File: config.mk
export PLATFORM = sky130hd
export DESIGN_NAME = mem_arbiter_ctrl_flat
export DESIGN_NICKNAME = d
export VERILOG_FILES = /design/src/rtl/mem_arbiter_ctrl_pkg.sv /design/src/rtl/mem_arbiter_ctrl_if.sv /design/src/rtl/mem_arbiter_ctrl_sel_scan.sv /design/src/rtl/mem_arbiter_ctrl.sv /design/src/flat_wrapper.sv
export SDC_FILE = /design/constraint.sdc
export NUM_CORES = 1
export LEC_CHECK = 0
export CAP_MARGIN = 10
export CORE_ASPECT_RATIO = 0.6
export CORE_MARGIN = 4
export CORE_UTILIZATION = 49
export DETAILED_ROUTE_END_ITERATION = 7
export PLACE_DENSITY_LB_ADDON = 0.3
export REMOVE_ABC_BUFFERS = 1
export SYNTH_ARGS = -nofsm -noshare
export SYNTH_HDL_FRONTEND = slang
export SYNTH_SLANG_ARGS = --single-unit
File: constraint.sdc
create_clock -name clk -period 3.9 [get_ports clk]
set_input_delay 0.78 -clock clk [delete_from_list [all_inputs] [get_ports clk]]
set_output_delay 0.78 -clock clk [all_outputs]
set_load 0.05 [all_outputs]
File: src/rtl/mem_arbiter_ctrl_pkg.sv
// Shared definitions for the IF/MEM byte-serialising RAM arbiter.
// Provides bus widths, the active levels used for reset and the write enable,
// the 2-bit FSM state encoding, and the grant encoding.
package mem_arbiter_ctrl_pkg;

  localparam int DATA_BUS = 32;  // word width seen by IF and MEM
  localparam int BYTE_BUS = 8;   // RAM data width

  localparam logic WRITE_ENABLE = 1'b1;
  localparam logic RST_ENABLE   = 1'b1;

  localparam logic [1:0] ST_IDLE  = 2'd0;
  localparam logic [1:0] ST_READ  = 2'd1;
  localparam logic [1:0] ST_WRITE = 2'd2;
  localparam logic [1:0] ST_DONE  = 2'd3;

  typedef enum logic {
    GNT_IF  = 1'b0,
    GNT_MEM = 1'b1
  } gnt_e;

endpackage

File: src/rtl/mem_arbiter_ctrl_if.sv
// Bundle of every non-clock signal around mem_arbiter_ctrl: the IF fetch
// port, the MEM data port and the byte-wide RAM port.
//   slave  : the arbiter (takes requests and RAM read data, drives results)
//   master : the environment (pipeline stages plus RAM)
interface mem_arbiter_ctrl_if #(
  parameter int ADDR_WIDTH = 32
);
  import mem_arbiter_ctrl_pkg::*;

  logic                  if_req_i;
  logic [ADDR_WIDTH-1:0] if_addr_i;
  logic [DATA_BUS-1:0]   if_data_o;
  logic                  if_done_o;

  logic                  mem_req_i;
  logic                  mem_we_i;
  logic [ADDR_WIDTH-1:0] mem_addr_i;
  logic [DATA_BUS-1:0]   mem_data_i;
  logic [3:0]            mem_sel_i;
  logic [DATA_BUS-1:0]   mem_data_o;
  logic                  mem_done_o;

  logic [BYTE_BUS-1:0]   ram_din_i;
  logic [BYTE_BUS-1:0]   ram_dout_o;
  logic [ADDR_WIDTH-1:0] ram_addr_o;
  logic                  ram_wr_o;

  modport slave (
    input  if_req_i, if_addr_i,
    input  mem_req_i, mem_we_i, mem_addr_i, mem_data_i, mem_sel_i,
    input  ram_din_i,
    output if_data_o, if_done_o,
    output mem_data_o, mem_done_o,
    output ram_dout_o, ram_addr_o, ram_wr_o
  );

  modport master (
    output if_req_i, if_addr_i,
    output mem_req_i, mem_we_i, mem_addr_i, mem_data_i, mem_sel_i,
    output ram_din_i,
    input  if_data_o, if_done_o,
    input  mem_data_o, mem_done_o,
    input  ram_dout_o, ram_addr_o, ram_wr_o
  );

endinterface

File: src/rtl/mem_arbiter_ctrl_sel_scan.sv
// Combinational byte-enable scanner used by the store sequencer.
//   mask_i : remaining byte-enable mask
//   idx_o  : index of the lowest set bit (0 when the mask is empty)
//   none_o : high when no bit is left
module mem_sel_scan (
  input  logic [3:0] mask_i,
  output logic [1:0] idx_o,
  output logic       none_o
);

  // Walk from the top down so the last hit is the lowest set bit.
  always_comb begin
    idx_o = 2'd0;
    for (int i = 3; i >= 0; i--) begin
      if (mask_i[i]) idx_o = 2'(i);
    end
  end

  assign none_o = (mask_i == 4'b0000);

endmodule

File: src/rtl/mem_arbiter_ctrl.sv
// Arbiter sharing one byte-wide synchronous RAM between instruction fetch and
// the MEM-stage data port. MEM has fixed priority. Loads and fetches read four
// bytes little-endian; stores write only the bytes enabled in the select mask.
// The winner gets a one-cycle done pulse, followed by a one-cycle DONE state in
// which no grant is made, so a request still held high is not served twice.
// Ports: clk, rst (synchronous, active-high), bus (mem_arbiter_ctrl_if.slave).
// All outputs are registered.
module mem_arbiter_ctrl
  import mem_arbiter_ctrl_pkg::*;
#(
  parameter int ADDR_WIDTH = 32
) (
  input logic               clk,
  input logic               rst,
  mem_arbiter_ctrl_if.slave bus
);

  logic [1:0]            state_reg;
  gnt_e                  gnt_reg;
  logic [ADDR_WIDTH-1:0] base_reg;
  logic [DATA_BUS-1:0]   wdata_reg;
  logic [3:0]            mask_reg;
  logic [2:0]            step_reg;
  logic [23:0]           shift_reg;

  logic                  ram_wr_reg;
  logic [ADDR_WIDTH-1:0] ram_addr_reg;
  logic [BYTE_BUS-1:0]   ram_dout_reg;
  logic [DATA_BUS-1:0]   if_data_reg;
  logic [DATA_BUS-1:0]   mem_data_reg;
  logic                  if_done_reg;
  logic                  mem_done_reg;

  // In IDLE the scanner looks at the incoming mask so the first store byte
  // can go out on the granting edge; afterwards it walks the latched mask.
  logic [3:0]            scan_in;
  logic [1:0]            scan_idx;
  logic                  scan_none;
  logic [3:0]            scan_left;
  logic [ADDR_WIDTH-1:0] req_base;

  assign scan_in   = (state_reg == ST_IDLE) ? bus.mem_sel_i : mask_reg;
  assign scan_left = scan_in & ~(4'b0001 << scan_idx);
  assign req_base  = (bus.mem_req_i ? bus.mem_addr_i : bus.if_addr_i)
                     & ~ADDR_WIDTH'(3);

  mem_sel_scan u_sel_scan (
    .mask_i (scan_in),
    .idx_o  (scan_idx),
    .none_o (scan_none)
  );

  always_ff @(posedge clk) begin
    if (rst == RST_ENABLE) begin
      state_reg    <= ST_IDLE;
      gnt_reg      <= GNT_IF;
      base_reg     <= '0;
      wdata_reg    <= '0;
      mask_reg     <= '0;
      step_reg     <= '0;
      shift_reg    <= '0;
      ram_wr_reg   <= 1'b0;
      ram_addr_reg <= '0;
      ram_dout_reg <= '0;
      if_data_reg  <= '0;
      mem_data_reg <= '0;
      if_done_reg  <= 1'b0;
      mem_done_reg <= 1'b0;
    end else begin
      case (state_reg)
        ST_IDLE: begin
          if (bus.mem_req_i || bus.if_req_i) begin
            base_reg  <= req_base;
            gnt_reg   <= bus.mem_req_i ? GNT_MEM : GNT_IF;
            wdata_reg <= bus.mem_data_i;
            if (bus.mem_req_i && (bus.mem_we_i == WRITE_ENABLE)) begin
              state_reg <= ST_WRITE;
              mask_reg  <= scan_left;
              if (!scan_none) begin
                ram_wr_reg   <= 1'b1;
                ram_addr_reg <= req_base | ADDR_WIDTH'(scan_idx);
                ram_dout_reg <= bus.mem_data_i[{scan_idx, 3'b000} +: BYTE_BUS];
              end
            end else begin
              state_reg    <= ST_READ;
              step_reg     <= 3'd1;
              ram_addr_reg <= req_base;
            end
          end
        end

        // step_reg counts edges since the grant. Addresses go out on steps
        // 0..3; RAM data lags the address by two edges, so bytes arrive on
        // steps 2..5 and the last byte is merged straight from ram_din_i.
        ST_READ: begin
          step_reg <= step_reg + 3'd1;
          if (step_reg <= 3'd3) begin
            ram_addr_reg <= base_reg | ADDR_WIDTH'(step_reg[1:0]);
          end else begin
            ram_addr_reg <= '0;
          end
          if (step_reg >= 3'd2 && step_reg <= 3'd4) begin
            shift_reg <= {bus.ram_din_i, shift_reg[23:8]};
          end
          if (step_reg == 3'd5) begin
            state_reg <= ST_DONE;
            if (gnt_reg == GNT_MEM) begin
              mem_data_reg <= {bus.ram_din_i, shift_reg};
              mem_done_reg <= 1'b1;
            end else begin
              if_data_reg  <= {bus.ram_din_i, shift_reg};
              if_done_reg  <= 1'b1;
            end
          end
        end

        ST_WRITE: begin
          if (scan_none) begin
            ram_wr_reg   <= 1'b0;
            ram_addr_reg <= '0;
            ram_dout_reg <= '0;
            mem_done_reg <= 1'b1;
            state_reg    <= ST_DONE;
          end else begin
            ram_wr_reg   <= 1'b1;
            ram_addr_reg <= base_reg | ADDR_WIDTH'(scan_idx);
            ram_dout_reg <= wdata_reg[{scan_idx, 3'b000} +: BYTE_BUS];
            mask_reg     <= scan_left;
          end
        end

        ST_DONE: begin
          if_done_reg  <= 1'b0;
          mem_done_reg <= 1'b0;
          state_reg    <= ST_IDLE;
        end

        default: state_reg <= ST_IDLE;
      endcase
    end
  end

  assign bus.ram_wr_o   = ram_wr_reg;
  assign bus.ram_addr_o = ram_addr_reg;
  assign bus.ram_dout_o = ram_dout_reg;
  assign bus.if_data_o  = if_data_reg;
  assign bus.mem_data_o = mem_data_reg;
  assign bus.if_done_o  = if_done_reg;
  assign bus.mem_done_o = mem_done_reg;

endmodule
File: src/flat_wrapper.sv
// flat-port wrapper written by rule: the top's interface ports become plain ports
module mem_arbiter_ctrl_flat import mem_arbiter_ctrl_pkg::*;
#(
  parameter int ADDR_WIDTH = 32
)
  (clk, rst, bus_if_req_i, bus_if_addr_i, bus_mem_req_i, bus_mem_we_i, bus_mem_addr_i, bus_mem_data_i, bus_mem_sel_i, bus_ram_din_i, bus_if_data_o, bus_if_done_o, bus_mem_data_o, bus_mem_done_o, bus_ram_dout_o, bus_ram_addr_o, bus_ram_wr_o);
  mem_arbiter_ctrl_if #(.ADDR_WIDTH(ADDR_WIDTH)) bus_i ();
  input logic clk;
  input logic rst;
  input wire logic [$bits(bus_i.if_req_i)-1:0] bus_if_req_i;
  input wire logic [$bits(bus_i.if_addr_i)-1:0] bus_if_addr_i;
  input wire logic [$bits(bus_i.mem_req_i)-1:0] bus_mem_req_i;
  input wire logic [$bits(bus_i.mem_we_i)-1:0] bus_mem_we_i;
  input wire logic [$bits(bus_i.mem_addr_i)-1:0] bus_mem_addr_i;
  input wire logic [$bits(bus_i.mem_data_i)-1:0] bus_mem_data_i;
  input wire logic [$bits(bus_i.mem_sel_i)-1:0] bus_mem_sel_i;
  input wire logic [$bits(bus_i.ram_din_i)-1:0] bus_ram_din_i;
  output wire logic [$bits(bus_i.if_data_o)-1:0] bus_if_data_o;
  output wire logic [$bits(bus_i.if_done_o)-1:0] bus_if_done_o;
  output wire logic [$bits(bus_i.mem_data_o)-1:0] bus_mem_data_o;
  output wire logic [$bits(bus_i.mem_done_o)-1:0] bus_mem_done_o;
  output wire logic [$bits(bus_i.ram_dout_o)-1:0] bus_ram_dout_o;
  output wire logic [$bits(bus_i.ram_addr_o)-1:0] bus_ram_addr_o;
  output wire logic [$bits(bus_i.ram_wr_o)-1:0] bus_ram_wr_o;
  assign bus_i.if_req_i = bus_if_req_i;
  assign bus_i.if_addr_i = bus_if_addr_i;
  assign bus_i.mem_req_i = bus_mem_req_i;
  assign bus_i.mem_we_i = bus_mem_we_i;
  assign bus_i.mem_addr_i = bus_mem_addr_i;
  assign bus_i.mem_data_i = bus_mem_data_i;
  assign bus_i.mem_sel_i = bus_mem_sel_i;
  assign bus_i.ram_din_i = bus_ram_din_i;
  assign bus_if_data_o = bus_i.if_data_o;
  assign bus_if_done_o = bus_i.if_done_o;
  assign bus_mem_data_o = bus_i.mem_data_o;
  assign bus_mem_done_o = bus_i.mem_done_o;
  assign bus_ram_dout_o = bus_i.ram_dout_o;
  assign bus_ram_addr_o = bus_i.ram_addr_o;
  assign bus_ram_wr_o = bus_i.ram_wr_o;
  mem_arbiter_ctrl #(.ADDR_WIDTH(ADDR_WIDTH)) u_core (.clk(clk), .rst(rst), .bus(bus_i));
endmodule
Word-level counts from Yosys, hierarchy flattened

Index checks and enable logic that the tools add are counted.

Register bits after elaboration: 203
Bits of input ports: 113
Word-level logic and storage cells: 104

Add/sub/neg operators: 1
Magnitude comparators: 3
Equal/unequal tests: 14
Shift operators: 3
Mux-type cells: 42
Bitwise operators: 6
Reduce and logical (&&, ||, !) cells: 21

Operators by type and width:

| kind                                          | count |
|---|---|
| 2-to-1 mux 32 bit                             | 6 |
| OR 32 x 2 -> 32 bit                           | 3 |
| case mux 32 bit (3 select lines)              | 1 |
| indexed part select 32 x 6 -> 8 bit           | 2 |
| 2-to-1 mux 8 bit                              | 4 |
| AND reduction 3 bit                           | 6 |
| 2-to-1 mux 2 bit                              | 8 |
| 2-to-1 mux 4 bit                              | 4 |
| case mux 8 bit (2 select lines)               | 1 |
| != test 2 bit, second input constant          | 6 |
| AND reduction 4 bit                           | 3 |
| 2-to-1 mux 1 bit                              | 10 |
| case mux 2 bit (4 select lines)               | 1 |
| case mux 4 bit (2 select lines)               | 1 |
| 2-to-1 mux 3 bit                              | 2 |
| != test 2 x 1 -> 1 bit, second input constant | 3 |
| case mux 3 bit (2 select lines)               | 1 |
| nonzero test 2 bit                            | 3 |
| nonzero test 3 bit                            | 2 |
| bitwise AND 4 bit                             | 1 |
| == test 2 bit, second input constant          | 2 |
| zero test 4 bit                               | 1 |
| inverter 4 bit                                | 1 |
| case mux 1 bit (2 select lines)               | 2 |
| other kinds (14)                              | 16 |

Depth between registers and ports, before layout

Gate-level depths: netlist of run 1.

Word-level depth: 12
Depth in mapped cells: 11
Mapped depth without buffers: 8

Modules after synthesis

Synthesis of run 1 repeated with hierarchy kept, for this count alone.

Cells, all modules: 989
Area total of the unflattened synthesis: 8,443.1 µm²

By module, submodules not included:

| module           | instances | cells each | area each (µm²) | sequential area each (µm²) |
|---|---|---|---|---|
| mem_arbiter_ctrl | 1         | 983        | 8,406.8         | 4,063.9 |
| mem_sel_scan     | 1         | 6          | 36.3            | 0.0 |

Worst setup path before layout of run 1

Ideal clock, no wire load.

Kind: input-to-reg
From: input port bus_mem_sel_i[1]
To: register u_core.ram_dout_reg[6], in the netlist u_core.bus.ram_dout_o[6]
Setup time: 0.130 ns
Arrival time: 2.249 ns
Path slack: 1.520 ns
Cell stages on the path: 7
Buffers on the path: 1
Cell sequence: or2b_1 o221a_1 buf_6 mux2_4 a222oi_1 o221a_1 nor3_2

Cells in the longest elaborated chain, start to end: 8

RTL lines:

| item                                | line                            | source |
|---|---|---|
| from (decl)                         | flat_wrapper.sv:16              | `input wire logic [$bits(bus_i.mem_sel_i)-1:0] bus_mem_sel_i;` |
| 2-to-1 mux 4 bit *                  | mem_arbiter_ctrl.sv:42          | `assign scan_in = (state_reg == ST_IDLE) ? bus.mem_sel_i : mask_reg;` |
| 2-to-1 mux 2 bit (2 in series)      | mem_arbiter_ctrl_sel_scan.sv:15 | `if (mask_i[i]) idx_o = 2'(i);` |
| indexed part select 32 x 6 -> 8 bit | mem_arbiter_ctrl.sv:82          | `ram_dout_reg <= bus.mem_data_i[{scan_idx, 3'b000} +: BYTE_BUS];` |
| 2-to-1 mux 8 bit                    | mem_arbiter_ctrl.sv:79          | `if (!scan_none) begin` |
| 2-to-1 mux 8 bit                    | mem_arbiter_ctrl.sv:76          | `if (bus.mem_req_i && (bus.mem_we_i == WRITE_ENABLE)) begin` |
| 2-to-1 mux 8 bit                    | mem_arbiter_ctrl.sv:72          | `if (bus.mem_req_i \|\| bus.if_req_i) begin` |
| case mux 8 bit (2 select lines)     | mem_arbiter_ctrl.sv:70          | `case (state_reg)` |
| to (signal assigned)                | mem_arbiter_ctrl.sv:82          |  |
| to (signal assigned)                | mem_arbiter_ctrl.sv:127         | `ram_dout_reg <= wdata_reg[{scan_idx, 3'b000} +: BYTE_BUS];` |
| to (decl)                           | mem_arbiter_ctrl.sv:28          | `logic [BYTE_BUS-1:0] ram_dout_reg;` |

Mark *: on every way between the ends. The rest lies on a longest branch, timed or not. The select of a mux whose other input is x is not followed.
A chain may end at the register's enable or synchronous reset.

Worst setup path after layout of run 1

From: register u_core.state_reg[0]
To: register u_core.ram_dout_reg[6], in the netlist u_core.bus.ram_dout_o[6]

Cells in the longest elaborated chain, start to end: 11

RTL lines:

| item                                | line                                           | source |
|---|---|---|
| from (decl)                         | mem_arbiter_ctrl.sv:18                         | `logic [1:0] state_reg;` |
| from (signal assigned)              | mem_arbiter_ctrl.sv:55                         | `state_reg <= ST_IDLE;` |
| from (signal assigned)              | mem_arbiter_ctrl.sv:77                         | `state_reg <= ST_WRITE;` |
| from (signal assigned)              | mem_arbiter_ctrl.sv:85                         | `state_reg <= ST_READ;` |
| zero test 2 bit                     | mem_arbiter_ctrl.sv:42, mem_arbiter_ctrl.sv:70 |  |
| 2-to-1 mux 4 bit                    | mem_arbiter_ctrl.sv:42                         |  |
| 2-to-1 mux 2 bit (4 in series)      | mem_arbiter_ctrl_sel_scan.sv:15                |  |
| indexed part select 32 x 6 -> 8 bit | mem_arbiter_ctrl.sv:82                         |  |
| 2-to-1 mux 8 bit                    | mem_arbiter_ctrl.sv:79                         |  |
| 2-to-1 mux 8 bit                    | mem_arbiter_ctrl.sv:76                         |  |
| 2-to-1 mux 8 bit                    | mem_arbiter_ctrl.sv:72                         |  |
| case mux 8 bit (2 select lines)     | mem_arbiter_ctrl.sv:70                         |  |

Parallel ways exist; a longest one is shown, timed or not. The select of a mux whose other input is x is not followed.

==> results.sh, run 1 <==
export IMPL_p_seq_share_pct=36.0
export IMPL_rows=36
export IMPL_via_per_inst=5.48
export IMPL_hp_class="reg -> reg"
export IMPL_cts_setup_buffers=0
export IMPL_clk_latency_ps=480
export IMPL_final_core_util_pct=68.8
export IMPL_finalCriticalPeriod_ps=3080
export IMPL_die_width_um=177
export IMPL_grt_pass1_wl_um=37800
export IMPL_power_frac_comb_pct=38.9
export IMPL_ys_types=48
export IMPL_wl_um=23600
export IMPL_critPathArrivalTime_ps=3490
export IMPL_fill_cells=1353
export IMPL_max_freq_ghz=0.324
export IMPL_skew_ps=9.53
export IMPL_grt_ovfl_total=0
export IMPL_maxSlewViolCount=0
export IMPL_hpwl_um=15900
export IMPL_synth_area_leaders="dfxtp_1 48%, nand2_1 9.0%, a21oi_1 7.9%, mux2i_1 7.6%, nor2_1 4.9%"
export IMPL_ys_ff_latch=203
export IMPL_start_util_pct=51.0
export IMPL_p_per_area_nw_per_um2=652
export IMPL_ios=220
export IMPL_clk_pin_slew_ps=70
export IMPL_path_class="reg -> reg"
export IMPL_place_port_buffers=215
export IMPL_crit_fanout=19
export IMPL_crit_path_end_kind="flip-flop"
export IMPL_numClockSinks=203
export IMPL_power_mw=7.42
export IMPL_wire_per_inst_um=16.4
export IMPL_netlist_area_um2=8430
export IMPL_fin_crit_sh_pct=79.0
export IMPL_num_nets_final=1319
export IMPL_dr_pass1_iters=6
export IMPL_vias=7869
export IMPL_antenna_found_initial=0
export IMPL_synthArstFlopShare_pct=0
export IMPL_layout_common_cells="213 x clkdlybuf4s50_1, 203 x dfxtp_1, 202 x nand2_1, 133 x a21oi_1, 107 x nor2_1"
export IMPL_ctsRootBufferMaster="clkbuf_16"
export IMPL_antenna_left=0
export IMPL_status="complete, no violations"
export IMPL_synth_seq_area_share_pct=48.2
export IMPL_drt_iter0_drc=712
export IMPL_p_leak_nw=4.36
export IMPL_swShare_pct=38.5
export IMPL_antenna_cells=0
export IMPL_dieHeight_um=110
export IMPL_drc_errors=0
export IMPL_die_area_um2=19400
export IMPL_cts_buffer_depth=3
export IMPL_finalSetupViolations=0
export IMPL_yosysTopAreaCell="dfxtp_1"
export IMPL_maxSlewHeadroom_pct=49.0
export IMPL_fp_coreArea_um2=16500
export IMPL_peakVddDrop_uv=404
export IMPL_synth_ff_type="dfxtp_1"
export IMPL_drive_gt1_share_pct=5.13
export IMPL_yosysWarnings=0
export IMPL_worst_slew_pin_transition_ps=766
export IMPL_synth_edf_count=0
export IMPL_startpoint_type="flip-flop"
export IMPL_cts_tree="built"
export IMPL_syn_to_final_growth_pct=34.9
export IMPL_p_sw_mw=2.85
export IMPL_hold_viol_final=0
export IMPL_grt_pass1_vias=7531
export IMPL_internal_power_mw=4.56
export IMPL_grt_max_degree=171
export IMPL_cts_max_level=1
export IMPL_layout_commonest_cell="clkdlybuf4s50_1"
export IMPL_track_usage_pct=23.6
export IMPL_synth_top_area_share_pct=48.2
export IMPL_synthCells=1014
export IMPL_post_cts_resized=0
export IMPL_pwr_share_clk_pct=25.1
export IMPL_maxCapViolCount=0
export IMPL_cts_buffers=20
export IMPL_syn_area_per_cell_um2=8.31
export IMPL_required_ps=4310
export IMPL_postCtsHoldBufs=0
export IMPL_rsz0062_at_grt="false"
export IMPL_gp_congestion=0.885
synth_stat cells (8+ instances only):
| cell | count |
|---|---|
| a221oi_1 | 9 |
| buf_2 | 12 |
| a22o_1 | 9 |
| nand2_1 | 202 |
| clkbuf_1 | 52 |
| o21ai_0 | 37 |
| dfxtp_1 | 203 |
| a32oi_1 | 8 |
| a211oi_1 | 34 |
| mux2i_1 | 64 |
| ha_1 | 10 |
| o22ai_1 | 8 |
| a22oi_1 | 10 |
| o21ai_1 | 8 |
| a21oi_1 | 133 |
| inv_1 | 16 |
| nor2_1 | 109 |
| nor3_1 | 34 |
power groups by stage:
stage | clock network [mW] | registers [mW] | logic, mW
floorplan | 0 | 3.24 | 1.33
global placement | 0 | 2.69 | 2.79
detailed placement | 0 | 2.71 | 2.84
CTS | 1.91 | 2.67 | 2.86
global route | 2.01 | 2.72 | 3.09
finish | 1.86 | 2.67 | 2.88
critical path, cell delays in order, from the launching register on:
cell and delay, ps:
dfxtp_1 350, inv_1 130, ha_1 610, or2b_1 320, o22ai_1 600, and2_1 470, a221oi_1 150, o221a_1 270
nor3_2 90
stage by stage:
stage,TNS (ps),setup slack [ps],instance area [um2],std cells,hold WS (ps)
final,0,818,11400,1436,451
after global routing,0,620,11400,1436,475
after CTS,0,883,11400,1436,454
after detailed placement,0,671,10700,1402,446
after global placement,0,694,10700,1402,442
after floorplan,-40440,-693,8110,940,430
layer usage:
layer | vias up | GRT usage (%) | share of wire, %
li1 | 3873 | - | -
met1 | 3701 | 33.4 | 47
met2 | 269 | 37.0 | 44
met3 | 26 | 5.77 | 7.6
met4 | 0 | 4.91 | 1.3
met5 | - | 0 | 0
area by class of cell:
type / count / area [um2] / area share (%)
well taps: 228 / 285 / 2.51
multi-input cells: 721 / 4000 / 35.2
clock buffers: 32 / 627 / 5.51
clock inverters: 2 / 13.8 / 0.121
repair buffers: 234 / 2320 / 20.4
inverters: 16 / 60.1 / 0.528
flip-flops and latches: 203 / 4060 / 35.7
final timing paths:
path,from,endpoint,slack [ps],depth (start not counted)
worst max-delay path,u_core.state_reg[0],u_core.bus.ram_dout_o[6],820,8
worst min-delay path,u_core.bus.if_data_o[25],u_core.bus.if_data_o[25],450,2
worst max register to register,u_core.state_reg[0],u_core.bus.ram_dout_o[6],820,8
worst min register to register,u_core.bus.if_data_o[25],u_core.bus.if_data_o[25],450,2
cells by family (layout without fill, tap and decap cells):
logic type	after synthesis	count (layout)	share of synthesized area [%]
AOI/OAI and AO/OA	274	274	20.0
and+or+nand+nor	372	372	18.1
adders and majority gates	10	10	1.48
buffers and inverters	90	284	4.48
muxes	65	65	7.78
DFF	203	203	48.2
(Power assumes the default switching activity.)
==> run 2: changes to the inputs <==
Settings changed: CORE_UTILIZATION 49 to 44.
Clock period 3.9 ns to 2.5 ns, I/O delays scaled along.
==> run 2 against run 1 <==
Effect of this change: first-iteration DRC count decreased by 6.2%; die area rose by 11%; final area rose by 2.5%; worst setup slack got worse by 630 ps; critical path type unchanged; critical endpoint unchanged.
==> results.sh, run 2 (synthesis gave the netlist of run 1 again) <==
export IMPL_skew_ps=11.4
export IMPL_path_buf_inv=1
export IMPL_ctsRootBufferMaster="clkbuf_16"
export IMPL_grt_ovfl_total=0
export IMPL_place_port_buffers=215
export IMPL_maxSlewHeadroom_pct=61.4
export IMPL_hpwl_um=16600
export IMPL_syn_to_final_growth_pct=38.2
export IMPL_antenna_left=0
export IMPL_drc_errors=0
export IMPL_setup_tns_ps=0
export IMPL_crit_path_frequent_cell="o221a_1"
export IMPL_die_width_um=187
export IMPL_numClockSinks=203
export IMPL_worst_slew_pin_transition_ps=579
export IMPL_placed_area_um2=11000
export IMPL_antenna_found_initial=0
export IMPL_drt_iter0_drc=668
export IMPL_cts_setup_buffers=0
export IMPL_dieHeight_um=115
export IMPL_grt_pass1_vias=7678
export IMPL_crit_fanout=15
export IMPL_setup_slack_ps=183
export IMPL_dr_pass1_iters=7
export IMPL_max_freq_ghz=0.432
export IMPL_layout_common_cells="213 x clkdlybuf4s50_1, 203 x dfxtp_1, 202 x nand2_1, 132 x a21oi_1, 107 x nor2_1"
export IMPL_instances_no_fill=1478
export IMPL_antenna_cells=0
export IMPL_hold_viol_final=0
export IMPL_grt_pass1_wl_um=39500
export IMPL_required_ps=2840
export IMPL_power_mw=11.8
export IMPL_p_per_area_nw_per_um2=1020
export IMPL_finalCriticalPeriod_ps=2320
export IMPL_dp_cells=1442
export IMPL_path_class="reg -> reg"
export IMPL_hp_class="reg -> reg"
export IMPL_startpoint_type="flip-flop"
export IMPL_track_usage_pct=21.7
export IMPL_hold_ws_ps=453
export IMPL_place_ws_ps=-96.2
export IMPL_critical_path_max_stage_delay_ps=330
export IMPL_vias=7938
export IMPL_stdcell_area_um2=11600
export IMPL_cts_buffers=20
export IMPL_critical_path_top_delay_family="compound AO/OA/AOI/OAI gates"
export IMPL_peakVddDrop_uv=613
export IMPL_cts_max_level=1
export IMPL_gp_congestion=0.857
export IMPL_drive_gt1_share_pct=7.43
export IMPL_layout_commonest_cell="clkdlybuf4s50_1"
export IMPL_clk_pin_slew_ps=60
export IMPL_crit_path_end_kind="flip-flop"
export IMPL_p_leak_nw=4.51
export IMPL_worstPathCellList="inv_1, ha_4, or2b_1, o221a_1, mux2_4, a222oi_1, o221a_1, nor3_2"
export IMPL_num_nets_final=1347
export IMPL_start_util_pct=45.7
export IMPL_wire_per_inst_um=16.3
export IMPL_via_per_inst=5.37
export IMPL_cts_tree="built"
export IMPL_fp_coreArea_um2=18400
export IMPL_status="complete, no violations"
export IMPL_fin_crit_sh_pct=92.7
export IMPL_maxCapViolCount=0
export IMPL_clk_latency_ps=480
export IMPL_finalSetupViolations=0
export IMPL_grt_max_degree=93
export IMPL_rows=38
export IMPL_wl_um=24100
export IMPL_die_area_um2=21500
export IMPL_maxSlewViolCount=0
export IMPL_ios=220
export IMPL_critPathArrivalTime_ps=2660
export IMPL_cts_buffer_depth=3
export IMPL_crit_slowest_cell="a222oi_1"
export IMPL_final_core_util_pct=63.1
export IMPL_rsz0062_at_grt="false"
run 2: cell count changes in the layout (fill, tap and decap cells not counted), sizes merged:
cell / before / now
clkinvlp: 0 / 1
bufinv: 0 / 1
buf: 21 / 49
clkbuf: 32 / 30
clkinv: 2 / 4
run 2: worst paths after layout:
check	start	end	slack, ps	cells after the start
setup / recovery	u_core.state_reg[1]	u_core.bus.ram_dout_o[6]	180	8
hold / removal	u_core.bus.mem_data_o[20]	u_core.bus.mem_data_o[20]	450	2
setup reg to reg	u_core.state_reg[1]	u_core.bus.ram_dout_o[6]	180	8
hold reg to reg	u_core.bus.mem_data_o[20]	u_core.bus.mem_data_o[20]	450	2
run 2: layout make-up:
| cell class | count | area, um2 |
|---|---|---|
| well taps | 240 | 300 |
| flip-flops and latches | 203 | 4060 |
| repair buffers | 262 | 2560 |
| inverters | 16 | 60.1 |
| clock buffers | 30 | 579 |
| clock inverters | 6 | 61.3 |
| multi-input cells | 721 | 4020 |
| fillers | 1614 | 6800 |
run 2: routing by layer:
metal  vias up  GRT usage [%]  wire [um]
met4         0           3.99        279
li1       3935              -          -
met1      3678           31.1      11300
met3        22           6.10       2120
met5         -              0          0
met2       303           33.2      10400
run 2: tightest hold or removal path, cell delays in order (launching register included):
cell and delay (ps):
dfxtp_1 310, nand2_1 50, a21oi_1 50
run 2: report_power, final:
group | internal, mW | switching, mW | leakage [nW]
registers | 3.82 | 0.334 | 1.66
logic | 1.78 | 2.97 | 2.54
clock network | 1.71 | 1.21 | 0.312
total | 7.32 | 4.52 | 4.51
run 2: what timing repair did:
| item | in CTS | in global routing |
|---|---|---|
| hold buffers | 0 | 0 |
| setup endpoints to repair | 1 | 7 |
| gates resized for setup | 1 | 2 |
